$ cat config.mk
export PLATFORM = sky130hd
export DESIGN_NAME = result_frame_collector_flat
export DESIGN_NICKNAME = d
export VERILOG_FILES = /design/src/rtl/fpu_io_pkg.sv /design/src/rtl/result_frame_collector_if.sv /design/src/rtl/frame_edge_detect.sv /design/src/rtl/result_frame_collector.sv /design/src/flat_wrapper.sv
export SDC_FILE = /design/constraint.sdc
export NUM_CORES = 1
export LEC_CHECK = 0
export CAP_MARGIN = 25
export CELL_PAD_IN_SITES_DETAIL_PLACEMENT = 1
export CELL_PAD_IN_SITES_GLOBAL_PLACEMENT = 1
export CORE_MARGIN = 8
export CORE_UTILIZATION = 41
export DETAILED_ROUTE_END_ITERATION = 16
export DONT_BUFFER_PORTS = 1
export PLACE_DENSITY_LB_ADDON = 0.1
export RECOVER_POWER = 25
export SLEW_MARGIN = 5
export SYNTH_ARGS = -nofsm -noshare
export SYNTH_HDL_FRONTEND = slang
export SYNTH_SLANG_ARGS = --single-unit
$ cat constraint.sdc
create_clock -name clk -period 2.85 [get_ports clk]
set_clock_uncertainty 0.05 [all_clocks]
set_input_delay 0.7125 -clock clk [delete_from_list [all_inputs] [get_ports clk]]
set_output_delay 0.7125 -clock clk [all_outputs]
set_load 0.05 [all_outputs]
$ cat src/rtl/fpu_io_pkg.sv
// Shared definitions for the FPU result serializer, the collector and benches.
package fpu_io_pkg;

    localparam int FRAME_BYTES = 4;
    localparam int FP_W        = 32;

    // Collector frame-tracking states.
    typedef enum logic [1:0] {
        IDLE,
        LEAD,
        COLLECT,
        DRAIN
    } frame_state_e;

endpackage

$ cat src/rtl/result_frame_collector_if.sv
// Byte-stream input and word/flag output bundle of the result frame collector.
interface result_frame_collector_if
    import fpu_io_pkg::*;
#(
    parameter int WORD_W = FP_W
);
    logic [7:0]        byte_in;
    logic              stream_en;
    logic              frame_tgl;
    logic [WORD_W-1:0] word_out;
    logic              word_valid;
    logic              word_ready;
    logic              frame_err;
    logic              overrun;
    logic              tgl_err;
    logic              clr_flags;

    // Collector side: consumes the stream, produces word and flags.
    modport master (
        input  byte_in, stream_en, frame_tgl, word_ready, clr_flags,
        output word_out, word_valid, frame_err, overrun, tgl_err
    );

    // Source/consumer side: drives the stream, takes word and flags.
    modport slave (
        output byte_in, stream_en, frame_tgl, word_ready, clr_flags,
        input  word_out, word_valid, frame_err, overrun, tgl_err
    );
endinterface

$ cat src/rtl/frame_edge_detect.sv
// Registers stream_en and the frame_tgl value seen at the last frame start;
// produces the stream_en falling strobe and the "toggle changed" indication.
module frame_edge_detect
    import fpu_io_pkg::*;
(
    input  logic clk,
    input  logic rst_n,
    input  logic stream_en,
    input  logic frame_tgl,
    input  logic frame_start,
    output logic se_fall,
    output logic tgl_chg
);
    logic stream_en_q, stream_en_d;
    logic prev_tgl_q,  prev_tgl_d;

    // Next values: stream_en is delayed one sample; prev_tgl only moves at a frame start.
    always_comb begin
        stream_en_d = stream_en;
        prev_tgl_d  = prev_tgl_q;
        if (frame_start) begin
            prev_tgl_d = frame_tgl;
        end
    end

    // State registers.
    always_ff @(posedge clk or negedge rst_n) begin
        if (!rst_n) begin
            stream_en_q <= 1'b0;
            prev_tgl_q  <= 1'b0;
        end else begin
            stream_en_q <= stream_en_d;
            prev_tgl_q  <= prev_tgl_d;
        end
    end

    assign se_fall = stream_en_q & ~stream_en;
    assign tgl_chg = frame_tgl ^ prev_tgl_q;

endmodule

$ cat src/rtl/result_frame_collector.sv
// Reassembles the serializer's LSB-first byte frames into words and hands
// them out over valid/ready, flagging truncated, dropped and untoggled frames.
module result_frame_collector
    import fpu_io_pkg::*;
#(
    parameter int WORD_BYTES = FRAME_BYTES,
    parameter int WORD_W     = 8 * WORD_BYTES
) (
    input  logic                     clk,
    input  logic                     rst_n,
    result_frame_collector_if.master bus
);
    localparam int CNT_W = $clog2(WORD_BYTES) + 1;
    localparam logic [CNT_W-1:0] LAST_IDX = CNT_W'(WORD_BYTES - 1);

    frame_state_e      state_q, state_d;
    logic [CNT_W-1:0]  cnt_q, cnt_d;
    logic [WORD_W-1:0] asm_q, asm_d;
    logic [WORD_W-1:0] word_q, word_d;
    logic              valid_q, valid_d;
    logic              ferr_q, ferr_d;
    logic              ovr_q, ovr_d;
    logic              tgl_err_q, tgl_err_d;
    logic              frame_start;
    logic              se_fall;
    logic              tgl_chg;

    frame_edge_detect u_edge (
        .clk         (clk),
        .rst_n       (rst_n),
        .stream_en   (bus.stream_en),
        .frame_tgl   (bus.frame_tgl),
        .frame_start (frame_start),
        .se_fall     (se_fall),
        .tgl_chg     (tgl_chg)
    );

    // Next-state, assembly and flag logic; set events are applied after clears so they win.
    always_comb begin
        state_d     = state_q;
        cnt_d       = cnt_q;
        asm_d       = asm_q;
        word_d      = word_q;
        valid_d     = valid_q;
        ferr_d      = 1'b0;
        ovr_d       = ovr_q;
        tgl_err_d   = tgl_err_q;
        frame_start = 1'b0;

        if (valid_q && bus.word_ready) begin
            valid_d = 1'b0;
        end
        if (bus.clr_flags) begin
            ovr_d     = 1'b0;
            tgl_err_d = 1'b0;
        end

        case (state_q)
            IDLE: begin
                if (bus.stream_en) begin
                    state_d     = LEAD;
                    frame_start = 1'b1;
                    if (!tgl_chg) begin
                        tgl_err_d = 1'b1;
                    end
                end
            end
            LEAD: begin
                if (se_fall) begin
                    ferr_d  = 1'b1;
                    state_d = IDLE;
                end else begin
                    asm_d[7:0] = bus.byte_in;
                    cnt_d      = CNT_W'(1);
                    state_d    = COLLECT;
                end
            end
            COLLECT: begin
                if (se_fall) begin
                    ferr_d  = 1'b1;
                    state_d = IDLE;
                end else begin
                    for (int i = 0; i < WORD_BYTES; i++) begin
                        if (cnt_q == CNT_W'(i)) begin
                            asm_d[8*i +: 8] = bus.byte_in;
                        end
                    end
                    cnt_d = cnt_q + 1'b1;
                    if (cnt_q == LAST_IDX) begin
                        state_d = DRAIN;
                        // Slot is free if empty or being consumed on this same edge.
                        if (!valid_q || bus.word_ready) begin
                            word_d  = asm_d;
                            valid_d = 1'b1;
                        end else begin
                            ovr_d = 1'b1;
                        end
                    end
                end
            end
            DRAIN: begin
                if (!bus.stream_en) begin
                    state_d = IDLE;
                end
            end
            default: state_d = IDLE;
        endcase
    end

    // State registers with asynchronous clear.
    always_ff @(posedge clk or negedge rst_n) begin
        if (!rst_n) begin
            state_q   <= IDLE;
            cnt_q     <= '0;
            asm_q     <= '0;
            word_q    <= '0;
            valid_q   <= 1'b0;
            ferr_q    <= 1'b0;
            ovr_q     <= 1'b0;
            tgl_err_q <= 1'b0;
        end else begin
            state_q   <= state_d;
            cnt_q     <= cnt_d;
            asm_q     <= asm_d;
            word_q    <= word_d;
            valid_q   <= valid_d;
            ferr_q    <= ferr_d;
            ovr_q     <= ovr_d;
            tgl_err_q <= tgl_err_d;
        end
    end

    assign bus.word_out   = word_q;
    assign bus.word_valid = valid_q;
    assign bus.frame_err  = ferr_q;
    assign bus.overrun    = ovr_q;
    assign bus.tgl_err    = tgl_err_q;

endmodule

$ cat src/flat_wrapper.sv
// flat-port wrapper written by rule: the top's interface ports become plain ports
module result_frame_collector_flat import fpu_io_pkg::*;
#(
    parameter int WORD_BYTES = FRAME_BYTES,
    parameter int WORD_W     = 8 * WORD_BYTES
)
  (clk, rst_n, bus_byte_in, bus_stream_en, bus_frame_tgl, bus_word_ready, bus_clr_flags, bus_word_out, bus_word_valid, bus_frame_err, bus_overrun, bus_tgl_err);
  result_frame_collector_if #(.WORD_W(WORD_W)) bus_i ();
  input  logic clk;
  input  logic rst_n;
  input wire logic [$bits(bus_i.byte_in)-1:0] bus_byte_in;
  input wire logic [$bits(bus_i.stream_en)-1:0] bus_stream_en;
  input wire logic [$bits(bus_i.frame_tgl)-1:0] bus_frame_tgl;
  input wire logic [$bits(bus_i.word_ready)-1:0] bus_word_ready;
  input wire logic [$bits(bus_i.clr_flags)-1:0] bus_clr_flags;
  output wire logic [$bits(bus_i.word_out)-1:0] bus_word_out;
  output wire logic [$bits(bus_i.word_valid)-1:0] bus_word_valid;
  output wire logic [$bits(bus_i.frame_err)-1:0] bus_frame_err;
  output wire logic [$bits(bus_i.overrun)-1:0] bus_overrun;
  output wire logic [$bits(bus_i.tgl_err)-1:0] bus_tgl_err;
  assign bus_i.byte_in = bus_byte_in;
  assign bus_i.stream_en = bus_stream_en;
  assign bus_i.frame_tgl = bus_frame_tgl;
  assign bus_i.word_ready = bus_word_ready;
  assign bus_i.clr_flags = bus_clr_flags;
  assign bus_word_out = bus_i.word_out;
  assign bus_word_valid = bus_i.word_valid;
  assign bus_frame_err = bus_i.frame_err;
  assign bus_overrun = bus_i.overrun;
  assign bus_tgl_err = bus_i.tgl_err;
  result_frame_collector #(.WORD_BYTES(WORD_BYTES), .WORD_W(WORD_W)) u_core (.clk(clk), .rst_n(rst_n), .bus(bus_i));
endmodule
==> metrics.txt <==
Post-CTS Hold Fix Bufs=2; syn_nets=between 200 and 300; max_cap viols=0; Worst Tran Pin Value=between 0.7 and 0.8 ns; CTS max path bufs=2; met3 routed WL=597 microns; Final Max Tran Viols=0; CTS resizes=0; #FFs+latches synth=75; final worst-path cycle share=0.787; via/cell ratio=5.31; Crit Path Max Fanout=18; warnings from Yosys=0; metal2 WL=~3600 microns; share of cells above drive strength 1=0.482; largest net degree at the start of global routing=45; Hold Violations, Final=0; antenna viol nets, final=0; RSZ-0062 raised after global routing=false; Fmax=between 400 and 500 MHz; CTS buffer count=9; clock sink total=between 70 and 80; total chip power=4310 uW; I/O Buffers=0; Nets=267; r2r setup slk=a little over 0.6 ns; 1st-iter DRT viols=34; Die X-Extent=about 110 microns; status=finished, final reports clean; WS Path Type=register to register; Setup Viol. Count Final=0; number of global-route vias before repair=about 2100; grt ovf=0; Initial Util=0.423; CP max stage cell=nand4_2; top sig layer=met4; cells on worst reg2reg path=5; row cnt=33; worst reg2reg path startpoint=u_core.state_q[0]; post-CTS setup buffer count=0; net switching fraction of the power=0.404; Synth Flop Type=dfrtp_1; M1 wire length=~3500 microns; Reg clk slew, reported paths=about 0.09 ns; setup TNS=0 ns; Synth Instances=approximately 240; # diodes=0; routed len/inst=21.9 microns; initial antenna violation count=0; Vert. Die Dim=between 100 and 150 microns; Max VDD drop=between 0.4 and 0.5 mV; All-Layer GR Usage=0.139; Final GP Congestion=0.665; LEAKAGE=approximately 0.0019 uW; Core ar.=0.00822 sq mm; clk_lat worst skew=approximately 0.34 ns; critical path cell sequence=inv_1, ha_1, nand4_2, buf_12, mux2_1; root buf cell=clkbuf_8; CP top delay family=simple AND/OR/NAND/NOR gates; worst path required time=roughly 3 ns; first drt pass iteration count=4; HP Class=input pin to asynchronous set/reset pin; vias post-DR=roughly 1900; H-tree levels=3; syn avg cell area=between 10 and 15 sq um; number of synthesized flops with an enable pin=0; drt total wl=~7700 microns; pre-CTS setup slack=0.390 ns; Post-Syn Area=about 0.0035 sq mm; slowest stage delay, CP=approximately 0.52 ns; Psw=1740 uW; crit start category=register; asr flop ratio synth=1.00; PwrDens=roughly 1100 mW/mm^2; Final Worst Setup Slack=0.608 ns; # DRC=0; critical path arrival=2.41 ns; synth unique cells=28; total die area=roughly 0.012 sq mm; Clk pwr share=0.193; sequential element share of the synthesized area=0.540; crit path from=u_core.state_q[0]; Critical path buffers and inverters=2; endpoint class of the critical path=register; sequential share of power=0.507; DP Wirelength=roughly 5200 microns; area delta synth->final=10.2%; first-pass GRT wire length=roughly 13000 microns; CTS tree=yes; hold_ws=between 0.15 and 0.2 ns; Tmin final=between 2 and 2.5 ns; boundary pin count=50; reg2reg end=u_core.bus.word_out[5]; internal power=~2600 uW; relative slew slack=0.500; Gate power share=0.301
## stage by stage
step,cell area [sq um],std cells,util
after floorplan,3480,235,-
after global placement,3570,332,0.434
after detailed placement,3570,332,0.434
after CTS,3810,350,0.464
after global routing,3830,352,0.466
final,3830,352,0.466
## worst reg2reg max path, delay by kind of cell (launching register included)
kind                     cells  cell delay, ns
AND/OR/NAND/NOR              1            0.52
multiplexers                 1            0.32
flip-flops                   1            0.43
buffers and inverters        2            0.48
adder cells (fa/ha/maj)      1            0.33
## metal layers
layer,track usage,up-vias
met4,0.0416,0
li1,-,840
met2,0.209,42
met5,0,-
met3,0.0482,5
met1,0.184,982
## cell usage after synthesis (2+ instances only)
| cell | n | area share |
|---|---|---|
| and2b_1 | 2 | 0.0043 |
| mux2_1 | 4 | 0.013 |
| buf_2 | 7 | 0.010 |
| dfrtp_1 | 75 | 0.54 |
| a22o_1 | 2 | 0.0050 |
| mux2_2 | 87 | 0.28 |
| ha_1 | 11 | 0.040 |
| nand2b_1 | 3 | 0.0054 |
| inv_1 | 11 | 0.012 |
| mux2_4 | 8 | 0.035 |
| nor2_1 | 3 | 0.0032 |
| o22ai_1 | 2 | 0.0036 |
| nand3_1 | 2 | 0.0029 |
| nand2_1 | 2 | 0.0022 |
| buf_6 | 2 | 0.0065 |
| nor3_1 | 2 | 0.0029 |
## cell usage in the layout (no fill, tap or decap)
cell           synthesis  routed
and2b_1                2       2
clkbuf_8               0       9
nand2_1                2       2
nand2b_4               1       1
nor3_1                 2       2
o22ai_1                2       2
mux2_1                 4       4
inv_6                  0       1
o21ai_0                1       1
nand4_2                1       1
nand3_2                1       1
dfrtp_1               75      75
nor2_1                 3       3
dlygate4sd3_1          0       3
buf_12                 0       1
mux2_2                87      87
and2b_4                1       1
or3_1                  1       1
buf_4                  1       1
nand2b_1               3       3
xor2_1                 1       1
inv_1                 11      11
o32a_1                 1       1
ha_1                  11      11
clkinv_2               0       1
nand3_1                2       2
clkinv_4               0       3
a22o_1                 2       2
clkinvlp_4             0       1
buf_16                 0       1
bufinv_16              0       1
mux2i_1                1       1
mux2_4                 8       8
a31oi_1                1       1
o221ai_2               1       1
## power groups by stage
| stage | registers [uW] | clock network, uW | logic (uW) |
|---|---|---|---|
| 2_1_floorplan | 2110 | 0 | 1090 |
| 3_3_place_gp | 2190 | 0 | 1220 |
| 3_5_place_dp | 2220 | 0 | 1290 |
| 4_1_cts | 2200 | 856 | 1320 |
| 5_1_grt | 2240 | 899 | 1430 |
| 6_report | 2190 | 830 | 1300 |
## cell type report
type | instances | area (sq um)
fillers | 814 | 4390
flip-flops and latches | 75 | 1880
multi-input cells | 139 | 1490
well taps | 105 | 131
clock buffers | 9 | 124
repair buffers | 6 | 85.1
clock inverters | 7 | 77.6
inverters | 11 | 41.3
## cell families after synthesis
group           Yosys count  share of synthesized area
mux                     100                      0.332
flops                    75                      0.540
buf+inv                  21                     0.0306
simple gates             19                     0.0360
fa+ha+maj                11                     0.0396
compound gates            8                     0.0191
xor+xnor                  1                    0.00252
## sequential cells by signal, indices dropped and copies added, names as in the netlist
name / cells
u_core.asm_q: 32
u_core.bus.word_out: 32
u_core.cnt_q: 3
u_core.state_q: 2
u_core.bus.frame_err: 1
u_core.bus.overrun: 1
u_core.bus.tgl_err: 1
u_core.bus.word_valid: 1
u_core.u_edge.prev_tgl_q: 1
u_core.u_edge.stream_en_q: 1
## worst max path at each step
stage          depth (start not counted)                      to
3_3_place_gp                           4  u_core.bus.word_out[7]
6_report                               5  u_core.bus.word_out[5]
2_1_floorplan                          4         u_core.asm_q[0]
4_1_cts                                5  u_core.bus.word_out[5]
3_5_place_dp                           4  u_core.bus.word_out[5]
5_1_grt                                5  u_core.bus.word_out[7]
No activity file was read; power rests on OpenSTA's default activity.
